[config.mk]
export PLATFORM = sky130hd
export DESIGN_NAME = sum_accum
export DESIGN_NICKNAME = d
export VERILOG_FILES = /design/src/rtl/sum_accum.sv
export SDC_FILE = /design/constraint.sdc
export NUM_CORES = 2
export LEC_CHECK = 0
export ABC_AREA = 1
export CAP_MARGIN = 20
export CORE_MARGIN = 2
export CORE_UTILIZATION = 50
export DETAILED_ROUTE_END_ITERATION = 7
export MAX_ROUTING_LAYER = met4
export PLACE_DENSITY_LB_ADDON = 0.08
export SLEW_MARGIN = 0
export SYNTH_ARGS = -nofsm -noshare
export SYNTH_HDL_FRONTEND = slang
export SYNTH_SLANG_ARGS = --single-unit
[constraint.sdc]
create_clock -name clk -period 6.3 [get_ports clk]
set_input_delay 0.945 -clock clk [delete_from_list [all_inputs] [get_ports clk]]
set_output_delay 0.945 -clock clk [all_outputs]
set_load 0.05 [all_outputs]
[src/rtl/sum_accum.sv]
// sum_accum: four-lane saturating read-modify-write accumulator with full-memory clear.
// Ports: clk/rst (async active-high); clr_start/acc_start start a pass from IDLE;
// in_valid/in_ready/in_last/in_mask/idx1..4/val1..4 carry input beats;
// we/addr1..4/wd1..4 drive the four memory write ports, sumr1..4 are its
// combinational read data; busy/done/beat_cnt report pass status.
module sum_accum #(
  parameter int DEPTH = 1024,
  parameter int AW = 10
) (
  input  logic             clk,
  input  logic             rst,
  input  logic             clr_start,
  input  logic             acc_start,
  input  logic             in_valid,
  output logic             in_ready,
  input  logic             in_last,
  input  logic [3:0]       in_mask,
  input  logic [AW-1:0]    idx1,
  input  logic [AW-1:0]    idx2,
  input  logic [AW-1:0]    idx3,
  input  logic [AW-1:0]    idx4,
  input  logic [31:0]      val1,
  input  logic [31:0]      val2,
  input  logic [31:0]      val3,
  input  logic [31:0]      val4,
  output logic             we,
  output logic [31:0]      addr1,
  output logic [31:0]      addr2,
  output logic [31:0]      addr3,
  output logic [31:0]      addr4,
  output logic [31:0]      wd1,
  output logic [31:0]      wd2,
  output logic [31:0]      wd3,
  output logic [31:0]      wd4,
  input  logic [31:0]      sumr1,
  input  logic [31:0]      sumr2,
  input  logic [31:0]      sumr3,
  input  logic [31:0]      sumr4,
  output logic             busy,
  output logic             done,
  output logic [15:0]      beat_cnt
);
  localparam int KW = $clog2(DEPTH / 4);
  typedef enum logic [1:0] {IDLE, CLEAR, ACCUM, FLUSH} state_t;
  state_t state, state_nx;
  logic [KW-1:0] k;
  logic s_valid;
  logic [3:0] s_mask;
  logic [3:0][AW-1:0] s_idx;
  logic [3:0][31:0] s_val, sumr, addr, wd;
  logic [3:0][34:0] sum;
  logic accept, clearing, clr_end;
  assign sumr = {sumr4, sumr3, sumr2, sumr1};
  assign {addr4, addr3, addr2, addr1} = addr;
  assign {wd4, wd3, wd2, wd1} = wd;
  assign in_ready = state == ACCUM;
  assign accept = in_ready && in_valid;
  assign clearing = state == CLEAR;
  assign clr_end = clearing && k == KW'(DEPTH / 4 - 1);
  assign busy = state != IDLE;
  assign we = clearing || s_valid;
  always_comb begin
    state_nx = state;
    case (state)
      IDLE:    state_nx = clr_start ? CLEAR : acc_start ? ACCUM : IDLE;
      CLEAR:   state_nx = clr_end ? IDLE : CLEAR;
      ACCUM:   state_nx = accept && in_last ? FLUSH : ACCUM;
      default: state_nx = IDLE;
    endcase
  end
  // Every lane sums all enabled lanes sharing its bin, so colliding write
  // ports always carry identical data; 35 bits hold sumr plus four increments.
  always_comb begin
    sum = '0;
    addr = '0;
    wd = '0;
    for (int i = 0; i < 4; i++) begin
      sum[i] = {3'b0, sumr[i]};
      for (int j = 0; j < 4; j++)
        sum[i] = sum[i] + (s_mask[j] && s_idx[j] == s_idx[i] ? {3'b0, s_val[j]} : 35'd0);
      addr[i] = clearing ? 32'({k, 2'(i)}) : s_valid ? 32'(s_idx[i]) : 32'd0;
      wd[i] = !s_valid ? 32'd0 : |sum[i][34:32] ? 32'hFFFF_FFFF : sum[i][31:0];
    end
  end
  always_ff @(posedge clk or posedge rst) begin
    if (rst) begin
      state <= IDLE;
      k <= '0;
      s_valid <= 1'b0;
      s_mask <= '0;
      s_idx <= '0;
      s_val <= '0;
      done <= 1'b0;
      beat_cnt <= '0;
    end else begin
      state <= state_nx;
      k <= clearing ? k + KW'(1) : '0;
      s_valid <= accept;
      done <= clr_end || state == FLUSH;
      if (accept) begin
        s_mask <= in_mask;
        s_idx <= {idx4, idx3, idx2, idx1};
        s_val <= {val4, val3, val2, val1};
      end
      beat_cnt <= state == IDLE && !clr_start && acc_start ? 16'd0 :
                  accept ? beat_cnt + 16'd1 : beat_cnt;
    end
  end
endmodule

# After elaboration in Yosys (flattened, before gate mapping)
# Cells that the tools add are included.
# W data, S select, Z words.
# classes
n_addsub	18
n_eq_ne	16
muxes	40
n_reduce_logical	27
# op_table
op	count
$mux W32	24
$add A34 B32 Y35	4
$add A35 B32 Y35	4
$add A33 B32 Y34	4
$add A32 B32 Y33	4
$eq A10 B10 Y1	12
$mux W10	8
$mux W16	2
$logic_and A1 B1 Y1	17
$add A16 B1 Y16 const B	1
$reduce_or A3 Y1	4
$add A8 B1 Y8 const B	1
$eq A8 B8 Y1 const B	1
$mux W8	1
$pmux W2 S3	1
$eq A2 B2 Y1 const B	2
$mux W2	2
$reduce_bool A2 Y1	2
$eq A2 B1 Y1 const B	1
$logic_not A2 Y1	1
$logic_or A1 B1 Y1	2
$mux W1	2
$logic_not A1 Y1	1
# totals
ff_bits	200
in_bits	306
output_inout_bits	276
elab_cells	115

# Logic depth before layout (Yosys ltp)
# depth
word_depth	10
mapped_depth	32
ltp_nobuf	29

# Least setup slack after synthesis
# Ideal clock, no wire load.
# synth_path
path_type	register to output
startpoint	register s_idx[39] (netlist name)
endpoint	output wd4[13]
arrival_ps	5222
setup_slack_ps	133
path_stages_with_launch	32
path_cell_list	dfrtp_1 clkbuf_1 xor2_1 nor3_1 nand4_1 nor2_1 nand2_1 inv_2 buf_4 buf_6 nand2_1 fa_1 fa_1 fa_1 inv_1 ha_1 inv_1 fa_1 inv_1 nand2_1 nand2_1 nand3_1 nand2_1 nand2_1 nand2_2 nand2_1 nand3_1 nand2_1 nand3_4 buf_6 nor2_1 nor2_1
# synth_between
elab_chain_cells	10
word_cells_on_any_way	16
classes_between	add/sub (4); eq/ne (3); mux (5); reduce/logical (4)
# synth_lines
element	line_no	source
start, declared	49	logic [3:0][AW-1:0] s_idx;
start signal, assigned	102	s_idx <= {idx4, idx3, idx2, idx1};
$eq A10 B10 Y1	80	sum[i] = sum[i] + (s_mask[j] && s_idx[j] == s_idx[i] ? {3'b0, s_val[j]} : 35'd0);
$logic_and A1 B1 Y1	80	
$mux W32	80	
$add A32 B32 Y33	80	
$add A33 B32 Y34	80	
$add A34 B32 Y35 (*)	80	
$add A35 B32 Y35 (*)	80	
$reduce_or A3 Y1	82	wd[i] = !s_valid ? 32'd0 : |sum[i][34:32] ? 32'hFFFF_FFFF : sum[i][31:0];
$mux W32 (*) (2 in series)	82	
end, declared	34	output logic [31:0] wd4,
# Mark *: on every way between the ends. The rest lies on a longest branch, timed or not.

# Worst setup path after layout
# layout_path
startpoint	register s_idx[36] (netlist name)
endpoint	output wd4[26]
# The elaborated chain is that of the path after synthesis.

==> flow_summary.toml <==
[detailed_routing]
via_per_inst = 5.07
drt-total-wl_um = 135000
ant_nets = 0
vias = 34800
route.detailed.drc = 0
initialDrtViolationCount = 3203
wl_per_cell_um = 19.7
drtPass1Iterations = 7

[synthesis]
ys_types = 43
synth_ff_type = "dfrtp_1"
synthArstFlopShare_pct = 100
synth-edff-count = 0
netlist_area_um2 = 32800
synth.avg_cell_area_um2 = 6.49
yosys_register_bits = 200
syn_inst = 5047
yosysWarnings = 0
seq_area_frac_synth_pct = 15.3

[die]
ioPinCount = 582
design.core.area_um2 = 64600
die_w_um = 260
rows = 93
dieArea_um2 = 67600
initial_core_util_pct = 50.8
dieHeight_um = 260

[layout]
fin_nets = 6813
final_common_cell = "nand2_1"
area_growth_pct = 41.9
fin_area_um2 = 46500
final_cell_mix = "nand2_1, inv_1, buf_4"
n_fill_cell = 5380
drive_above_1_share_pct = 20.8

[setup_path]
crit_path_max_incr_delay_ns = 0.54
required_ns = 5.35
crit_path_frequent_cell = "nand2_2"
r2r-start = "state[1]$_DFF_PP0_"
critPathSlowestCell = "fa_1"
cp-startpoint = "s_idx[36]$_DFFE_PP0P_"
end_kind = "output port"
worstSetupStartpointType = "register"
cp_data_arrival_time_ns = 5.93
cp_max_fo = 8
crit_type = "register to output port"

[timing]
grt_setup_unrepaired = "yes"
skew_ns = 0.0195
report.final.slew_viol_count = 0
fin_crit_sh_pct = 109
fmax_ghz = 0.146
maxSlewHeadroom_pct = 30.0
setup_slack_ns = -0.571
hold_viol_final = 0
worst_slew_pin_slew_ns = 1.05
setup_viol = 128
fin_crit_ns = 6.87

[clock_tree]
clock-sinks = 200
clock-root-buffer = "clkbuf_16"
clockBufferDepth = 2
worstSkewPairLatency_ns = 0.50
cts.htree.levels = 4
cts_tree = "done"
clk_pin_slew_worst_paths_ns = 0.09
cts-buffers-inserted = 17

[min_path]
min_from = "s_val[96]$_DFFE_PP0P_"
hp-class = "register to register"

[power_and_ir_drop]
p_sw_mw = 8.26
p_leak_nw = 25.6
internal-power_mw = 7.33
vdd.ir_drop.worst_mv = 0.438
comb_power_share_pct = 77.3
p_per_area_nw_per_um2 = 335
pwr-share-clk_pct = 7.7
seqPwrFrac_pct = 14.9
sw_frac_of_total_pct = 53.0
power_mw = 15.6

[grt]
overflow = 0
grt_start_max_net_pins = 133
antenna_found_initial = 5
grt_pass1_vias = 34000
grt_pass1_wl_um = 198000
grt.total_usage_pct = 40.2

[flow_run]
drv_cap = 0

[placement]
globalplace.congestion = 1.08
portBuffers = 493
dp_hpwl_um = 110000
place_area_um2 = 42500

[outcome]
status = "complete, but fails checks"
violations = "negative setup slack"
[metrics by stage]
step | cells | hold slack (ns) | setup WS [ns] | setup TNS [ns] | util (%)
floorplan | 5134 | 0.449 | 0.133 | 0 | -
global placement | 6751 | 0.463 | -0.155 | -4.47 | 65.8
detailed placement | 6751 | 0.465 | -0.200 | -5.20 | 65.8
CTS | 6804 | 0.486 | -0.508 | -38.58 | 68.7
global route | 6858 | 0.500 | -0.868 | -84.46 | 72.0
finish | 6858 | 0.483 | -0.571 | -50.04 | 72.0
[state kept, by name, indices dropped and copies added (netlist names)]
register,count
s_idx,40
k,8
s_val,128
s_mask,4
s_valid,1
state,2
done,1
beat_cnt,16
[cells in the mapped netlist (9+ instances only)]
master    count  area [µm²]
buf_6        16         180
dfrtp_1     200        5000
nand2_2      21         131
nand4_1      17         106
nor2_2       67         419
o31ai_1      28         210
inv_1      1244        4670
ha_1        142        1780
a21oi_1     146         731
o21bai_1     33         248
xor2_1       66         578
nand3_1      90         450
buf_2         9        45.0
buf_4        98         736
xnor2_1      31         272
o21ai_0      75         375
nor3_1       21         105
nor2_1      556        2090
nand2_1    1643        6170
clkbuf_1     88         330
fa_1        380        7610
nor4_1       17         106
[final timing paths]
check,to,slack [ns],cells after the start
worst max-delay path,wd4[26],-0.57,34
worst min register to register,s_val[96]$_DFFE_PP0P_,0.48,2
worst min-delay path,s_val[96]$_DFFE_PP0P_,0.48,2
max in group asynchronous,s_val[65]$_DFFE_PP0P_,4.11,3
worst max register to register,beat_cnt[14]$_DFFE_PP0P_,3.05,11
min in group asynchronous,s_val[17]$_DFFE_PP0P_,0.94,2
[worst max-delay path: cells and delay by family (launching register included)]
| kind | cells | cell delay, ns |
|---|---|---|
| flip-flops | 1 | 0.43 |
| adder cells (fa/ha/maj) | 4 | 1.73 |
| AO/OA/AOI/OAI | 1 | 0.17 |
| AND/OR/NAND/NOR | 18 | 1.91 |
| buffers and inverters | 11 | 1.16 |
[kinds of logic (layout without fill, tap and decap cells)]
group	count (synthesis)	count (layout)	share of synthesized area, %
AO/OA/AOI/OAI	299	299	5.17
XOR/XNOR	97	97	2.59
adder cells (fa/ha/maj)	522	522	28.6
buffers and inverters	1468	2332	18.3
flip-flops	200	200	15.3
other	1	93	0.0114
AND/OR/NAND/NOR	2460	2460	30.0
[area by class of cell]
type | count | area [µm²] | area share [%]
Antenna cell | 5 | 12.5 | 0.0269
Clock buffer | 17 | 425 | 0.915
Clock inverter | 15 | 196 | 0.422
Inverter | 1251 | 4720 | 10.2
Multi-Input combinational cell | 3466 | 24300 | 52.3
Sequential cell | 200 | 5010 | 10.8
Tap cell | 855 | 1070 | 2.30
Timing Repair Buffer | 1049 | 10700 | 23.1
[power groups by stage]
stage               combinational [mW]  sequential (mW)  clock, mW
floorplan                         5.89             2.19          0
global placement                  10.2             2.30          0
detailed placement                10.3             2.32          0
CTS                               10.9             2.30       1.21
global route                      13.0             2.38       1.26
finish                            12.0             2.33       1.21
[repair_timing]
action                     4_1_cts  5_1_grt
hold buffers                     0        0
gates resized for setup        230      356
cloned                           4       13
setup endpoints to repair      128      128
pin swaps                       13       37
setup buffers                   17       37
[metal layers]
layer | vias up | global-route usage (%) | share of wire [%]
met5 | - | - | 0
met4 | 0 | 15.9 | 5.0
met3 | 278 | 7.12 | 9.0
met2 | 1639 | 64.4 | 47
met1 | 16600 | 50.4 | 39
li1 | 16300 | - | -
No activity file was read; power rests on OpenSTA's default activity.
